==> src/rtl/cond_pkg.sv <==
// Shared types and constants for the conditional-execution stage.
package cond_pkg;

    localparam int unsigned FLAG_W = 4;
    localparam int unsigned N_IDX  = 3;
    localparam int unsigned Z_IDX  = 2;
    localparam int unsigned C_IDX  = 1;
    localparam int unsigned V_IDX  = 0;

    localparam logic [1:0] OP_BRANCH = 2'b11;

    typedef enum logic [2:0] {
        COND3_AL = 3'b000,
        COND3_EQ = 3'b001,
        COND3_NE = 3'b010,
        COND3_GT = 3'b011,
        COND3_GE = 3'b100,
        COND3_LT = 3'b101,
        COND3_LE = 3'b110,
        COND3_NV = 3'b111
    } cond3_e;

    typedef enum logic [3:0] {
        COND4_EQ = 4'b0000,
        COND4_NE = 4'b0001,
        COND4_CS = 4'b0010,
        COND4_CC = 4'b0011,
        COND4_MI = 4'b0100,
        COND4_PL = 4'b0101,
        COND4_VS = 4'b0110,
        COND4_VC = 4'b0111,
        COND4_HI = 4'b1000,
        COND4_LS = 4'b1001,
        COND4_GE = 4'b1010,
        COND4_LT = 4'b1011,
        COND4_GT = 4'b1100,
        COND4_LE = 4'b1101,
        COND4_AL = 4'b1110,
        COND4_NV = 4'b1111
    } cond4_e;

    typedef struct packed {
        logic valid;
        logic pc_src;
        logic reg_write;
        logic mem_write;
        logic cond_ex;
    } stage_out_t;

endpackage

==> src/rtl/cond_exec_pipe_if.sv <==
// Decode-side controls in, gated EX/MEM controls and flag state out.
interface cond_exec_pipe_if #(
    parameter int unsigned COND_W = 3,
    parameter int unsigned CNT_W  = 16
);
    logic              in_valid;
    logic              stall;
    logic              flush;
    logic [1:0]        op;
    logic [COND_W-1:0] cond;
    logic [3:0]        alu_flags;
    logic [1:0]        flag_w;
    logic              pcs;
    logic              reg_w;
    logic              mem_w;
    logic              no_write;
    logic              save_flags;
    logic              restore_flags;

    logic              out_valid;
    logic              pc_src;
    logic              reg_write;
    logic              mem_write;
    logic              cond_ex;
    logic [3:0]        flags;
    logic [3:0]        shadow_flags;
    logic [CNT_W-1:0]  taken_count;

    modport master (
        output in_valid, stall, flush, op, cond, alu_flags, flag_w,
               pcs, reg_w, mem_w, no_write, save_flags, restore_flags,
        input  out_valid, pc_src, reg_write, mem_write, cond_ex,
               flags, shadow_flags, taken_count
    );

    modport slave (
        input  in_valid, stall, flush, op, cond, alu_flags, flag_w,
               pcs, reg_w, mem_w, no_write, save_flags, restore_flags,
        output out_valid, pc_src, reg_write, mem_write, cond_ex,
               flags, shadow_flags, taken_count
    );
endinterface

==> src/rtl/cond_check.sv <==
// Combinational condition-code evaluator against an NZCV flag vector.
module cond_check
    import cond_pkg::*;
#(
    parameter int unsigned COND_W = 3
) (
    input  logic [COND_W-1:0] cond,
    input  logic [3:0]        flags,
    output logic              cond_ex
);

    logic n, z, c, v;
    assign n = flags[N_IDX];
    assign z = flags[Z_IDX];
    assign c = flags[C_IDX];
    assign v = flags[V_IDX];

    if (COND_W == 3) begin : g_w3
        cond3_e code;
        assign code = cond3_e'(cond);
        always_comb begin
            cond_ex = 1'b0;
            case (code)
                COND3_AL: cond_ex = 1'b1;
                COND3_EQ: cond_ex = z;
                COND3_NE: cond_ex = ~z;
                COND3_GT: cond_ex = ~z & (n == v);
                COND3_GE: cond_ex = (n == v);
                COND3_LT: cond_ex = (n != v);
                COND3_LE: cond_ex = z | (n != v);
                default:  cond_ex = 1'b0;
            endcase
        end
    end else begin : g_w4
        cond4_e code;
        assign code = cond4_e'(cond);
        always_comb begin
            cond_ex = 1'b0;
            case (code)
                COND4_EQ: cond_ex = z;
                COND4_NE: cond_ex = ~z;
                COND4_CS: cond_ex = c;
                COND4_CC: cond_ex = ~c;
                COND4_MI: cond_ex = n;
                COND4_PL: cond_ex = ~n;
                COND4_VS: cond_ex = v;
                COND4_VC: cond_ex = ~v;
                COND4_HI: cond_ex = c & ~z;
                COND4_LS: cond_ex = ~c | z;
                COND4_GE: cond_ex = (n == v);
                COND4_LT: cond_ex = (n != v);
                COND4_GT: cond_ex = ~z & (n == v);
                COND4_LE: cond_ex = z | (n != v);
                COND4_AL: cond_ex = 1'b1;
                default:  cond_ex = 1'b0;
            endcase
        end
    end

endmodule

==> src/rtl/cond_exec_pipe.sv <==
// Conditional-execution stage: NZCV register, shadow copy, gated control
// pipeline register and saturating taken-branch counter.
module cond_exec_pipe
    import cond_pkg::*;
#(
    parameter int unsigned COND_W = 3,
    parameter int unsigned CNT_W  = 16
) (
    input  logic              clk,
    input  logic              reset,
    cond_exec_pipe_if.slave   bus
);

    localparam logic [CNT_W-1:0] CNT_MAX = '1;

    stage_out_t       out_q, out_d;
    logic [3:0]       flags_q, flags_d;
    logic [3:0]       shadow_q, shadow_d;
    logic [CNT_W-1:0] cnt_q, cnt_d;

    logic accept_c;
    logic cond_ex_c;

    // Condition is resolved against the registered flags so a flag-setting
    // instruction feeds the very next one without a bubble.
    cond_check #(.COND_W(COND_W)) u_cond_check (
        .cond    (bus.cond),
        .flags   (flags_q),
        .cond_ex (cond_ex_c)
    );

    assign accept_c = bus.in_valid & ~bus.stall & ~bus.flush;

    always_comb begin
        out_d    = out_q;
        flags_d  = flags_q;
        shadow_d = shadow_q;
        cnt_d    = cnt_q;

        if (bus.flush) begin
            out_d = '0;
        end else if (!bus.stall) begin
            if (accept_c) begin
                out_d.valid     = 1'b1;
                out_d.pc_src    = bus.pcs & cond_ex_c;
                out_d.reg_write = bus.reg_w & cond_ex_c & ~bus.no_write;
                out_d.mem_write = bus.mem_w & cond_ex_c;
                out_d.cond_ex   = cond_ex_c;
            end else begin
                out_d = '0;
            end
        end

        if (accept_c && cond_ex_c) begin
            if (bus.flag_w[1]) begin
                flags_d[N_IDX] = bus.alu_flags[N_IDX];
                flags_d[Z_IDX] = bus.alu_flags[Z_IDX];
            end
            if (bus.flag_w[0]) begin
                flags_d[C_IDX] = bus.alu_flags[C_IDX];
                flags_d[V_IDX] = bus.alu_flags[V_IDX];
            end
        end

        // Save/restore use pre-edge values, so both together swap.
        if (bus.save_flags) begin
            shadow_d = flags_q;
        end
        if (bus.restore_flags) begin
            flags_d = shadow_q;
        end

        if (accept_c && (bus.op == OP_BRANCH) && bus.pcs && cond_ex_c
            && (cnt_q != CNT_MAX)) begin
            cnt_d = cnt_q + CNT_W'(1);
        end
    end

    always_ff @(posedge clk) begin
        if (reset) begin
            out_q    <= '0;
            flags_q  <= '0;
            shadow_q <= '0;
            cnt_q    <= '0;
        end else begin
            out_q    <= out_d;
            flags_q  <= flags_d;
            shadow_q <= shadow_d;
            cnt_q    <= cnt_d;
        end
    end

    assign bus.out_valid    = out_q.valid;
    assign bus.pc_src       = out_q.pc_src;
    assign bus.reg_write    = out_q.reg_write;
    assign bus.mem_write    = out_q.mem_write;
    assign bus.cond_ex      = out_q.cond_ex;
    assign bus.flags        = flags_q;
    assign bus.shadow_flags = shadow_q;
    assign bus.taken_count  = cnt_q;

endmodule

==> src/flat_wrapper.sv <==
// flat-port wrapper written by rule: the top's interface ports become plain ports
module cond_exec_pipe_flat import cond_pkg::*;
#(
    parameter int unsigned COND_W = 3,
    parameter int unsigned CNT_W  = 16
)
  (clk, reset, bus_in_valid, bus_stall, bus_flush, bus_op, bus_cond, bus_alu_flags, bus_flag_w, bus_pcs, bus_reg_w, bus_mem_w, bus_no_write, bus_save_flags, bus_restore_flags, bus_out_valid, bus_pc_src, bus_reg_write, bus_mem_write, bus_cond_ex, bus_flags, bus_shadow_flags, bus_taken_count);
  cond_exec_pipe_if #(.COND_W(COND_W), .CNT_W(CNT_W)) bus_i ();
  input  logic clk;
  input  logic reset;
  input wire logic [$bits(bus_i.in_valid)-1:0] bus_in_valid;
  input wire logic [$bits(bus_i.stall)-1:0] bus_stall;
  input wire logic [$bits(bus_i.flush)-1:0] bus_flush;
  input wire logic [$bits(bus_i.op)-1:0] bus_op;
  input wire logic [$bits(bus_i.cond)-1:0] bus_cond;
  input wire logic [$bits(bus_i.alu_flags)-1:0] bus_alu_flags;
  input wire logic [$bits(bus_i.flag_w)-1:0] bus_flag_w;
  input wire logic [$bits(bus_i.pcs)-1:0] bus_pcs;
  input wire logic [$bits(bus_i.reg_w)-1:0] bus_reg_w;
  input wire logic [$bits(bus_i.mem_w)-1:0] bus_mem_w;
  input wire logic [$bits(bus_i.no_write)-1:0] bus_no_write;
  input wire logic [$bits(bus_i.save_flags)-1:0] bus_save_flags;
  input wire logic [$bits(bus_i.restore_flags)-1:0] bus_restore_flags;
  output wire logic [$bits(bus_i.out_valid)-1:0] bus_out_valid;
  output wire logic [$bits(bus_i.pc_src)-1:0] bus_pc_src;
  output wire logic [$bits(bus_i.reg_write)-1:0] bus_reg_write;
  output wire logic [$bits(bus_i.mem_write)-1:0] bus_mem_write;
  output wire logic [$bits(bus_i.cond_ex)-1:0] bus_cond_ex;
  output wire logic [$bits(bus_i.flags)-1:0] bus_flags;
  output wire logic [$bits(bus_i.shadow_flags)-1:0] bus_shadow_flags;
  output wire logic [$bits(bus_i.taken_count)-1:0] bus_taken_count;
  assign bus_i.in_valid = bus_in_valid;
  assign bus_i.stall = bus_stall;
  assign bus_i.flush = bus_flush;
  assign bus_i.op = bus_op;
  assign bus_i.cond = bus_cond;
  assign bus_i.alu_flags = bus_alu_flags;
  assign bus_i.flag_w = bus_flag_w;
  assign bus_i.pcs = bus_pcs;
  assign bus_i.reg_w = bus_reg_w;
  assign bus_i.mem_w = bus_mem_w;
  assign bus_i.no_write = bus_no_write;
  assign bus_i.save_flags = bus_save_flags;
  assign bus_i.restore_flags = bus_restore_flags;
  assign bus_out_valid = bus_i.out_valid;
  assign bus_pc_src = bus_i.pc_src;
  assign bus_reg_write = bus_i.reg_write;
  assign bus_mem_write = bus_i.mem_write;
  assign bus_cond_ex = bus_i.cond_ex;
  assign bus_flags = bus_i.flags;
  assign bus_shadow_flags = bus_i.shadow_flags;
  assign bus_taken_count = bus_i.taken_count;
  cond_exec_pipe #(.COND_W(COND_W), .CNT_W(CNT_W)) u_core (.clk(clk), .reset(reset), .bus(bus_i));
endmodule
==> config.mk <==
export PLATFORM = sky130hd
export DESIGN_NAME = cond_exec_pipe_flat
export DESIGN_NICKNAME = d
export VERILOG_FILES = /design/src/rtl/cond_pkg.sv /design/src/rtl/cond_exec_pipe_if.sv /design/src/rtl/cond_check.sv /design/src/rtl/cond_exec_pipe.sv /design/src/flat_wrapper.sv
export SDC_FILE = /design/constraint.sdc
export NUM_CORES = 1
export LEC_CHECK = 0
export BUFFER_PORTS_ARGS = -buffer_cell sky130_fd_sc_hd__buf_2
export CORE_UTILIZATION = 53
export DETAILED_ROUTE_END_ITERATION = 8
export PLACE_DENSITY = 0.84
export SKIP_LAST_GASP = 1
export SLEW_MARGIN = 20
export SYNTH_ARGS = -nofsm -noshare
export SYNTH_HDL_FRONTEND = slang
export SYNTH_HIERARCHICAL = 1
export SYNTH_SLANG_ARGS = --single-unit
==> constraint.sdc <==
create_clock -name clk -period 4.3 [get_ports clk]
set_clock_uncertainty 0.1 [all_clocks]
set_input_delay 0.43 -clock clk [delete_from_list [all_inputs] [get_ports clk]]
set_output_delay 0.43 -clock clk [all_outputs]
set_load 0.02 [all_outputs]
==> out/summary.md <==
The final worst-path cycle share was 61.28%. The post-synth net total came out at 189. The finished cells cover 1818 sq um. The overall track demand over capacity in global routing is 24.66%, and the clock latency of the later-clocked register in the worst-skew pair is 320 ps. The tools report the origin of the worst setup path as u_core/bus.flags[0]$_SDFFE_PP0P_. STA classifies the critical path startpoint as a flop.

Counting every sink on the clock net gives 29. At the worst endpoint, the required time is 4440 ps. The gate count after technology mapping is 166. Data arrives at the worst endpoint at 2780 ps. The startpoint of the worst register-to-register path is u_core/bus.flags[0]$_SDFFE_PP0P_.

In the routed layout, each cell is associated on average with a via count of 6.004. In the synthesized netlist the async set-or-reset flop fraction comes to 0%. The transition at the pin with the smallest max-transition slack came out at 588.0 ps. The logs give 18 for the floorplan row count and 39.02% for the sequential fraction of the synthesis area. Summed over all layers, the routed wires come to 3572 microns. The I/O pin total was 51; the highest fanout seen on the critical path was 10. Of the post-synthesis cell area, the part taken by muxes is 9.756%. Detailed placement finished with a half-perimeter wire length of 2609 microns.

The total area inside the core boundary comes to 2567 sq um. The tools report the post-cts resize count as 0. TritonCTS built the clock tree.

In this run the cell area measured after placement is 1748 sq um. Largest family of logic cells by synthesized area: simple AND/OR/NAND/NOR gates. The maximum achievable frequency was 379.5 MHz; the maximum number of buffers from clock root to sink was 2.

Number of cells in the design after placement: 240. The share of synthesized cell area in and, or, nand and nor gates is 29.02%, and the shortest period the worst path allows is 2635 ps. The total negative slack was 0 ps; the number of hold violations in the final report was 0.

From left edge to right edge, the die measures 54.98 microns. The final net count is 240, and the die area is 3023 sq um. The power per standard cell area was 287.1 nW/um^2. The via count of the first global-routing pass came out at 1,278.

The peak ir drop on the vdd network came out at 0.2475 mV. The final count of pins violating max slew was 0; the complex-gate fraction of the synthesized area was 16.32%. The mapped netlist covers 1488 sq um. Entering global routing, the biggest net connects 34 pins.

The class of the most critical hold timing path is in -> reg. The effective utilization at floorplan is 57.94%, and the fraction of final layout cells sized beyond drive strength 1 is 29.36%. The number of setup buffers added after CTS is 0. Routability-driven placement finished with a final weighted congestion of 0.7839.

The H-tree depth reported by CTS was 2; the normalized max-slew margin was 60.80%. The least setup slack across all paths after layout is 1665 ps. The launch point of the worst hold path was bus_flush. Once layout is complete, the cells apart from fillers number 248.

STA classifies the critical path endpoint as a flop. Hold repair after CTS inserted 0 buffers. After detailed routing, the number of remaining DRC violations is 0.

The quantity of I/O buffers inserted on ports was 50; the post-detailed-route count of antenna-violating nets was 0. The top cell types in the final layout, fill and taps aside, are buf_2, dfxtp_1, nor2_1. Final routed wire length divided by cell count: 14.40 microns.

Clock tree synthesis selected as its root buffer the cell clkbuf_4. The first TritonRoute pass finished after 4 iterations. The total clock buffers created by CTS was 5; the signed area change from the synthesized netlist to the final layout was 22.20%. After synthesis the netlist holds a flip-flop and latch count of 29. The logs give 70.81% for the end-of-flow core utilization and 0.0007665 uW for the standby leakage power. For this block, the initial DRC count from the detailed router was 27.

The wire length of the first global-routing pass was 5271 microns. Setup violations remaining at the end of the flow were counted as 0. The die is 54.98 microns tall. After Yosys synthesis, XOR and XNOR cells account for 1.682% of the synthesized area. Adder and majority gate portion of the synthesized area: 0.8410%. The setup path with the least slack is of type reg -> reg. The logs give 0 for the total global routing overflow and 0 for the diode insertion count for antenna repair. The number of max-cap violations was 0; the clock-pin slew of the registers on the worst-case setup and hold paths was 90 ps. The average size of a mapped cell is 8.962 sq um, and the initial antenna violation count is 0. The library cell used most frequently in the layout, excluding fill and tap cells, is buf_2.

The warning count from the yosys run was 6. Across all layers, the routed design uses 1,489 vias. The synthesized design contains 0 enable-type register cells.

Most frequently used flop master after synthesis: dfxtp_1. The flow ran to the end, and the final reports show no timing, DRC or antenna violations. The number of library cell types mapped by synthesis was 44; the minimum setup slack after placement was 1629 ps.

The tools report the register-to-register setup slack as 1660 ps. Setup repair after global routing left no endpoint under its margin.
[through the flow]
stage | total power (uW) | hold slack [ps]
after floorplan | 319.9 | 409.3
final | 521.9 | 256.2
after CTS | 525.3 | 254.0
after global placement | 339.3 | 388.5
after detailed placement | 341.9 | 405.3
after global routing | 539.8 | 272.0
[synth_stat cells (3+ instances only)]
master / n / share of area [%]
nand3_1: 8 / 2.7
nand2_1: 3 / 0.76
inv_1: 4 / 1.0
buf_1: 3 / 0.76
or4_1: 7 / 3.5
nor2_1: 13 / 3.3
nor3_1: 10 / 3.4
a21oi_1: 12 / 4.0
dfxtp_1: 29 / 39
mux2i_1: 10 / 6.7
nor4_1: 5 / 2.1
a211oi_1: 6 / 3.0
o31ai_1: 7 / 3.5
nand4_1: 6 / 2.5
nor2b_1: 4 / 1.7
mux2_1: 4 / 3.0
[layout make-up]
class                           instances  area, sq um
Clock buffer                            7        65.06
Clock inverter                          1        5.005
Fill cell                             218        749.5
Inverter                                4        15.01
Multi-Input combinational cell        126        857.1
Sequential cell                        29        580.6
Tap cell                               30        37.54
Timing Repair Buffer                   51        257.7
[metal layers]
layer / up-vias / track usage [%] / wire (microns)
met4: 0 / 8.750 / 12
li1: 741 / - / -
met3: 2 / 5.738 / 221
met5: - / 0 / 0
met2: 55 / 43.78 / 1731
met1: 691 / 28.67 / 1606
[state kept, by name, summed over array words and instances (netlist names)]
signal,flops
u_core/bus.reg_write,1
u_core/bus.out_valid,1
u_core/bus.pc_src,1
u_core/bus.mem_write,1
u_core/bus.cond_ex,1
u_core/bus.flags,4
u_core/bus.taken_count,16
u_core/bus.shadow_flags,4
[kinds of logic after synthesis]
kind of cell / Yosys count
compound gates: 37
xor+xnor: 2
fa+ha+maj: 1
buf+inv: 11
flops: 29
mux: 14
simple gates: 72
[critical path: stages (launching register included)]
cell and delay (ps):
dfxtp_1 440, xnor2_2 160, mux2i_1 200, a221o_1 180, and4bb_1 500, nand3_2 260, or4_1 550, a21oi_1 160
[worst paths after layout]
check	to	cells after the start
setup / recovery	u_core/bus.taken_count[14]$_SDFFE_PP0P_	7
hold / removal	u_core/bus.out_valid$_SDFFE_PP0N_	2
setup reg to reg	u_core/bus.taken_count[14]$_SDFFE_PP0P_	7
hold reg to reg	u_core/bus.taken_count[6]$_SDFFE_PP0P_	2
[report_power, final]
part           internal [uW]  leakage [uW]  total, uW  switching, uW
Clock                   94.7     0.0000413        186           91.3
Sequential               273      0.000235        279           5.21
Combinational           24.8      0.000490       57.3           32.5
Total                    393      0.000767        522            129
(Power assumes the default switching activity.)
